$ cat config.mk
export PLATFORM = sky130hd
export DESIGN_NAME = wb_block_reader
export DESIGN_NICKNAME = d
export VERILOG_FILES = /design/src/rtl/controller_pkg.sv /design/src/rtl/stream_fifo2.sv /design/src/rtl/wb_block_reader.sv
export SDC_FILE = /design/constraint.sdc
export NUM_CORES = 1
export LEC_CHECK = 0
export BUFFER_PORTS_ARGS = -buffer_cell sky130_fd_sc_hd__buf_2
export CELL_PAD_IN_SITES_DETAIL_PLACEMENT = 0
export CELL_PAD_IN_SITES_GLOBAL_PLACEMENT = 1
export CORE_ASPECT_RATIO = 1.75
export CORE_UTILIZATION = 42
export CTS_CLUSTER_DIAMETER = 40
export DETAILED_ROUTE_END_ITERATION = 10
export GPL_TIMING_DRIVEN = 0
export PLACE_DENSITY_LB_ADDON = 0.1
export SYNTH_ARGS = -nofsm -noshare
export SYNTH_HDL_FRONTEND = slang
export SYNTH_HIERARCHICAL = 1
export SYNTH_SLANG_ARGS = --single-unit
$ cat constraint.sdc
create_clock -name clk -period 3.1 [get_ports clk]
set_input_delay 0.155 -clock clk [delete_from_list [all_inputs] [get_ports clk]]
set_output_delay 0.155 -clock clk [all_outputs]
set_load 0.1 [all_outputs]
$ cat src/rtl/controller_pkg.sv
// Shared types for the controller memory blocks.
// Holds the block reader FSM state enum and the bus word stride.
package controller_pkg;

  typedef enum logic [2:0] {
    IDLE,
    REQ,
    GAP,
    WAIT_SPACE,
    DRAIN
  } wbr_state_t;

  localparam int WORD_STRIDE = 4;

endpackage

$ cat src/rtl/stream_fifo2.sv
// Two-entry valid/ready FIFO; push and pop in one cycle both apply.
// Ports: clk, rst, flush, s_data/s_valid in, m_data/m_valid/m_ready, count.
module stream_fifo2 #(
  parameter int W = 33
) (
  input  logic         clk,
  input  logic         rst,
  input  logic         flush,
  input  logic [W-1:0] s_data,
  input  logic         s_valid,
  output logic [W-1:0] m_data,
  output logic         m_valid,
  input  logic         m_ready,
  output logic [1:0]   count
);

  logic [W-1:0] mem [2];
  logic         rd_ptr;
  logic         wr_ptr;
  logic [1:0]   cnt;
  logic         push;
  logic         pop;

  assign m_valid = (cnt != 2'd0);
  assign push    = s_valid && (cnt != 2'd2);
  assign pop     = m_valid && m_ready;
  assign m_data  = mem[rd_ptr];
  assign count   = cnt;

  always_ff @(posedge clk) begin
    if (rst) begin
      mem[0] <= '0;
      mem[1] <= '0;
      rd_ptr <= 1'b0;
      wr_ptr <= 1'b0;
      cnt    <= 2'd0;
    end else if (flush) begin
      rd_ptr <= 1'b0;
      wr_ptr <= 1'b0;
      cnt    <= 2'd0;
    end else begin
      if (push) begin
        mem[wr_ptr] <= s_data;
        wr_ptr      <= ~wr_ptr;
      end
      if (pop) begin
        rd_ptr <= ~rd_ptr;
      end
      cnt <= cnt + 2'(push) - 2'(pop);
    end
  end

endmodule

$ cat src/rtl/wb_block_reader.sv
// Wishbone-classic block reader: reads N words, streams them out.
// Ports: start/base/count cmd, busy/done/error status, wb master, stream.
// Optional WB_BLOCK_READER_TIMEOUT_EN: abort on missing ack.
import controller_pkg::*;

module wb_block_reader #(
  parameter int ADDR_WIDTH     = 32,
  parameter int DATA_WIDTH     = 32,
  parameter int LEN_BITS       = 16,
  parameter int TIMEOUT_CYCLES = 1024
) (
  input  logic                  clk,
  input  logic                  rst,
  input  logic                  start_i,
  input  logic [ADDR_WIDTH-1:0] base_addr_i,
  input  logic [LEN_BITS-1:0]   word_count_i,
  output logic                  busy_o,
  output logic                  done_o,
  output logic                  error_o,
  output logic                  cyc_o,
  output logic                  stb_o,
  output logic                  we_o,
  output logic [ADDR_WIDTH-1:0] addr_o,
  input  logic [DATA_WIDTH-1:0] data_i,
  input  logic                  ack_i,
  output logic [DATA_WIDTH-1:0] m_data_o,
  output logic                  m_valid_o,
  output logic                  m_last_o,
  input  logic                  m_ready_i
);

  wbr_state_t            state;
  wbr_state_t            state_n;
  logic [ADDR_WIDTH-1:0] cur_addr;
  logic [ADDR_WIDTH-1:0] addr_n;
  logic [LEN_BITS-1:0]   remaining;
  logic [LEN_BITS-1:0]   rem_n;
  logic                  busy_q;
  logic                  done_q;
  logic                  done_n;
  logic                  cyc_q;
  logic                  push;
  logic                  flush;
  logic                  pop;
  logic                  space_after;
  logic [1:0]            fifo_cnt;
  logic [DATA_WIDTH:0]   head;

`ifdef WB_BLOCK_READER_TIMEOUT_EN
  localparam int TW = $clog2(TIMEOUT_CYCLES + 1);
  logic [TW-1:0] tmo;
  logic [TW-1:0] tmo_n;
  logic          err_q;
  logic          err_n;
`endif

  assign pop = m_valid_o && m_ready_i;

  // Room for another word once this cycle's push/pop settle.
  assign space_after = (fifo_cnt == 2'd0) ||
                       (fifo_cnt == 2'd1 && pop);

  always_comb begin
    state_n = state;
    addr_n  = cur_addr;
    rem_n   = remaining;
    push    = 1'b0;
    flush   = 1'b0;
    done_n  = 1'b0;
`ifdef WB_BLOCK_READER_TIMEOUT_EN
    tmo_n   = '0;
    err_n   = 1'b0;
`endif
    unique case (state)
      IDLE: begin
        if (start_i) begin
          addr_n = base_addr_i;
          rem_n  = word_count_i;
          if (word_count_i != '0) begin
            state_n = REQ;
          end else begin
            done_n = 1'b1;
          end
        end
      end
      REQ: begin
        if (ack_i) begin
          push   = 1'b1;
          rem_n  = remaining - 1'b1;
          addr_n = cur_addr + ADDR_WIDTH'(WORD_STRIDE);
          if (remaining == LEN_BITS'(1)) begin
            state_n = DRAIN;
          end else if (space_after) begin
            state_n = GAP;
          end else begin
            state_n = WAIT_SPACE;
          end
        end
`ifdef WB_BLOCK_READER_TIMEOUT_EN
        else begin
          tmo_n = tmo + 1'b1;
          if (tmo_n == TW'(TIMEOUT_CYCLES - 1)) begin
            flush   = 1'b1;
            err_n   = 1'b1;
            state_n = IDLE;
          end
        end
`endif
      end
      GAP: begin
        state_n = REQ;
      end
      WAIT_SPACE: begin
        if (fifo_cnt != 2'd2) begin
          state_n = REQ;
        end
      end
      DRAIN: begin
        if (pop && m_last_o) begin
          done_n  = 1'b1;
          state_n = IDLE;
        end
      end
      default: begin
        state_n = IDLE;
      end
    endcase
  end

  always_ff @(posedge clk) begin
    if (rst) begin
      state     <= IDLE;
      cur_addr  <= '0;
      remaining <= '0;
      busy_q    <= 1'b0;
      done_q    <= 1'b0;
      cyc_q     <= 1'b0;
    end else begin
      state     <= state_n;
      cur_addr  <= addr_n;
      remaining <= rem_n;
      busy_q    <= (state_n != IDLE);
      done_q    <= done_n;
      cyc_q     <= (state_n == REQ);
    end
  end

`ifdef WB_BLOCK_READER_TIMEOUT_EN
  always_ff @(posedge clk) begin
    if (rst) begin
      tmo   <= '0;
      err_q <= 1'b0;
    end else begin
      tmo   <= tmo_n;
      err_q <= err_n;
    end
  end

  assign error_o = err_q;
`else
  assign error_o = 1'b0;
`endif

  stream_fifo2 #(
    .W (DATA_WIDTH + 1)
  ) u_fifo (
    .clk     (clk),
    .rst     (rst),
    .flush   (flush),
    .s_data  ({remaining == LEN_BITS'(1), data_i}),
    .s_valid (push),
    .m_data  (head),
    .m_valid (m_valid_o),
    .m_ready (m_ready_i),
    .count   (fifo_cnt)
  );

  assign busy_o   = busy_q;
  assign done_o   = done_q;
  assign cyc_o    = cyc_q;
  assign stb_o    = cyc_q;
  assign we_o     = 1'b0;
  assign addr_o   = cur_addr;
  assign m_data_o = head[DATA_WIDTH-1:0];
  assign m_last_o = head[DATA_WIDTH] & m_valid_o;

endmodule

==> impl_metrics.tcl <==
set metrics [dict create \
    path_max_fanout 33 \
    die_h_um 169 \
    track_usage_pct 25.9 \
    core_um2 15500 \
    clk_latency_ns 0.42 \
    route.detailed.drc 0 \
    outcome "completed" \
    synth-edff-count 66 \
    slew_headroom_pct 18.7 \
    hold_viol_final 0 \
    syn_area_per_cell_um2 10.1 \
    ant_nets 0 \
    final_common_cell "buf_2" \
    r2r_start "state[0]" \
    ys_ff_latch 125 \
    ioPinCount 157 \
    dieArea_um2 16500 \
    power_mw 5.22 \
    synthCells 661 \
    fin_ws_ns 0.138 \
    min_path_type "primary input to flop" \
    end_kind "flop" \
    num_antenna_cells 0 \
    cts_tree "yes" \
    fmaxAchievable_mhz 338 \
    use_met1_pct 25.8 \
    numPortBuffers 153 \
    post-route-period-util_pct 95.6 \
    yosysWarnings 6 \
    fin_hold_ws_ns 0.0124 \
    num_vias 6129 \
    hp-start "base_addr_i[3]" \
    yosys_most_used_dff "edfxtp_1" \
    pwr_density_cell_nw_per_um2 625 \
    final_cell_mix "167 x buf_2, 66 x edfxtp_1, 59 x dfxtp_1, 39 x nand2_1" \
    dp_cells 1003 \
    clock_skew_ns 0.0136 \
    endpoint "u_fifo/mem[1][32]" \
    clockBufferDepth 2 \
    wl_per_cell_um 20.5 \
    place_ws_ns -0.0488 \
    synthesis.area_um2 6690 \
    p_leak_nw 3.38 \
    h-tree-depth 4 \
    routed_wl_um 21300 \
    worstSetupPathType "flop to flop" \
    start_util_pct 43.3 \
    drt-initial-drc-count 321 \
    drive_above_1_share_pct 36.5 \
    grt.overflow.total 0 \
    dpl.hpwl_um 15800 \
    cts-buffers-inserted 17 \
    grt_util_met3_pct 5.24 \
    clkSinkCount 125 \
    grt_max_degree 34 \
    async_reset_ff_share_pct 0 \
    yosysSeqAreaShare_pct 47.3 \
    worstMarginPinSlew_ns 1.21 \
    synth_cell_types 79 \
    fp.dieW_um 97.4 \
    postCtsSetupRepairBufs 0 \
    rsz0062_at_grt "no" \
    critPathRequiredTime_ns 3.15 \
    grt_pass1_vias 6277 \
    grt_pass1_wl_um 33000 \
    antenna_found_initial 0 \
    critical_path_arrival_ns 3.01 \
    root_buffer "clkbuf_16" \
    nNetsFinal 929 \
    slew_violations 0 \
    r2r_slack_ns 0.14 \
    min_period_ns 2.96 \
    area_growth_pct 24.7 \
    firstDrtPassIters 5 \
    worst_setup_path_start_kind "flop" \
    final-setup-viol-count 0 \
    crit_start "state[0]" \
    reg2reg_to "u_fifo/mem[1][32]" \
    cap_violations 0 \
    rows 60 \
    ir_drop_mv 0.396 \
    fillers 1424 \
    met2_usage_pct 49.1 \
    clkTransAtPathRegs_ns 0.06 \
    instances_no_fill 1038 \
    grt_busiest_layer "met2" \
    r2r_cells 6 \
    gp_congestion 0.856 \
    viasPerCell 5.90 \
]
[what timing repair did]
action / 4_1_cts / 5_1_grt
hold endpoints to repair: 3 / 0
resized for setup: 2 / 0
setup endpoints to repair: 66 / 0
hold buffers: 3 / 0
[synthesized netlist by cell type, types with 7 or more instances]
cell type | n | share of area [%]
edfxtp_1 | 66 | 30
or4_1 | 10 | 1.1
a211oi_1 | 13 | 1.5
mux2_2 | 36 | 6.1
and4_1 | 7 | 0.92
nor4_1 | 13 | 1.2
and2_1 | 20 | 1.9
and2_4 | 20 | 2.6
nor2_1 | 36 | 2.0
buf_2 | 14 | 1.0
dfxtp_1 | 59 | 18
nand3_1 | 25 | 1.9
nand4_1 | 25 | 2.3
clkbuf_1 | 22 | 1.2
inv_1 | 12 | 0.67
a21oi_1 | 36 | 2.7
and2_2 | 34 | 3.8
nand2_1 | 39 | 2.2
nor3_1 | 15 | 1.1
o21ai_0 | 26 | 1.9
[final cells by class]
cell class / instances / area (µm²) / area share [%]
Buffer: 48 / 250 / 3.00
Sequential cell: 125 / 3160 / 37.9
Inverter: 13 / 48.8 / 0.584
Multi-Input combinational cell: 478 / 3250 / 38.9
Clock inverter: 14 / 183 / 2.19
Clock buffer: 18 / 429 / 5.14
Timing Repair Buffer: 156 / 796 / 9.53
Tap cell: 186 / 233 / 2.79
[worst min-delay path by stage]
stage | end | cells past startpoint
2_1_floorplan | addr_o[0] | 2
3_3_place_gp | addr_o[1] | 3
3_5_place_dp | addr_o[1] | 3
4_1_cts | addr_o[3] | 3
5_1_grt | addr_o[10] | 3
6_report | addr_o[3] | 3
[power by group]
group,internal [mW],switching (mW),total [mW]
registers,1.85,0.102,1.95
logic,0.277,0.911,1.19
clock network,1.28,0.799,2.08
total,3.41,1.81,5.22
[through the flow]
stage | cell area [µm²] | TNS [ns] | util, %
after floorplan | 6710 | 0 | -
after global placement | 7700 | -1.30 | 49.8
after detailed placement | 7700 | -2.74 | 49.8
after CTS | 8350 | 0 | 54.0
after global routing | 8350 | 0 | 54.0
final | 8350 | 0 | 54.0
[worst max-delay path: stages, from the launching register on]
cell	delay, ns
dfxtp_1	0.39
buf_2	0.24
nor3b_4	0.50
nand2_1	0.30
inv_1	0.30
and4_2	0.36
or2_4	0.48
[layer usage]
layer	part of all wire (%)	vias up
met5	0	-
met4	4.7	0
met3	5.3	73
met2	55	241
met1	35	2956
li1	-	2859
[flip-flops by register name (all words and copies together), names as in the netlist, named ones only]
signal         flops
state              3
remaining         16
u_fifo/wr_ptr      1
busy_o             1
done_o             1
u_fifo/count       2
cyc_o              1
u_fifo/rd_ptr      1
u_fifo/mem        66
addr_o            32
[logic make-up after synthesis]
family	count (synthesis)	synth area share, %
AOI/OAI and AO/OA	143	14.7
xor gates and xnor gates	2	0.262
adders and majority gates	5	0.935
buffers and inverters	61	4.47
DFF	125	47.3
muxes	37	6.21
other	1	0.0560
and+or+nand+nor	287	26.2
No activity file was read; power rests on OpenSTA's default activity.
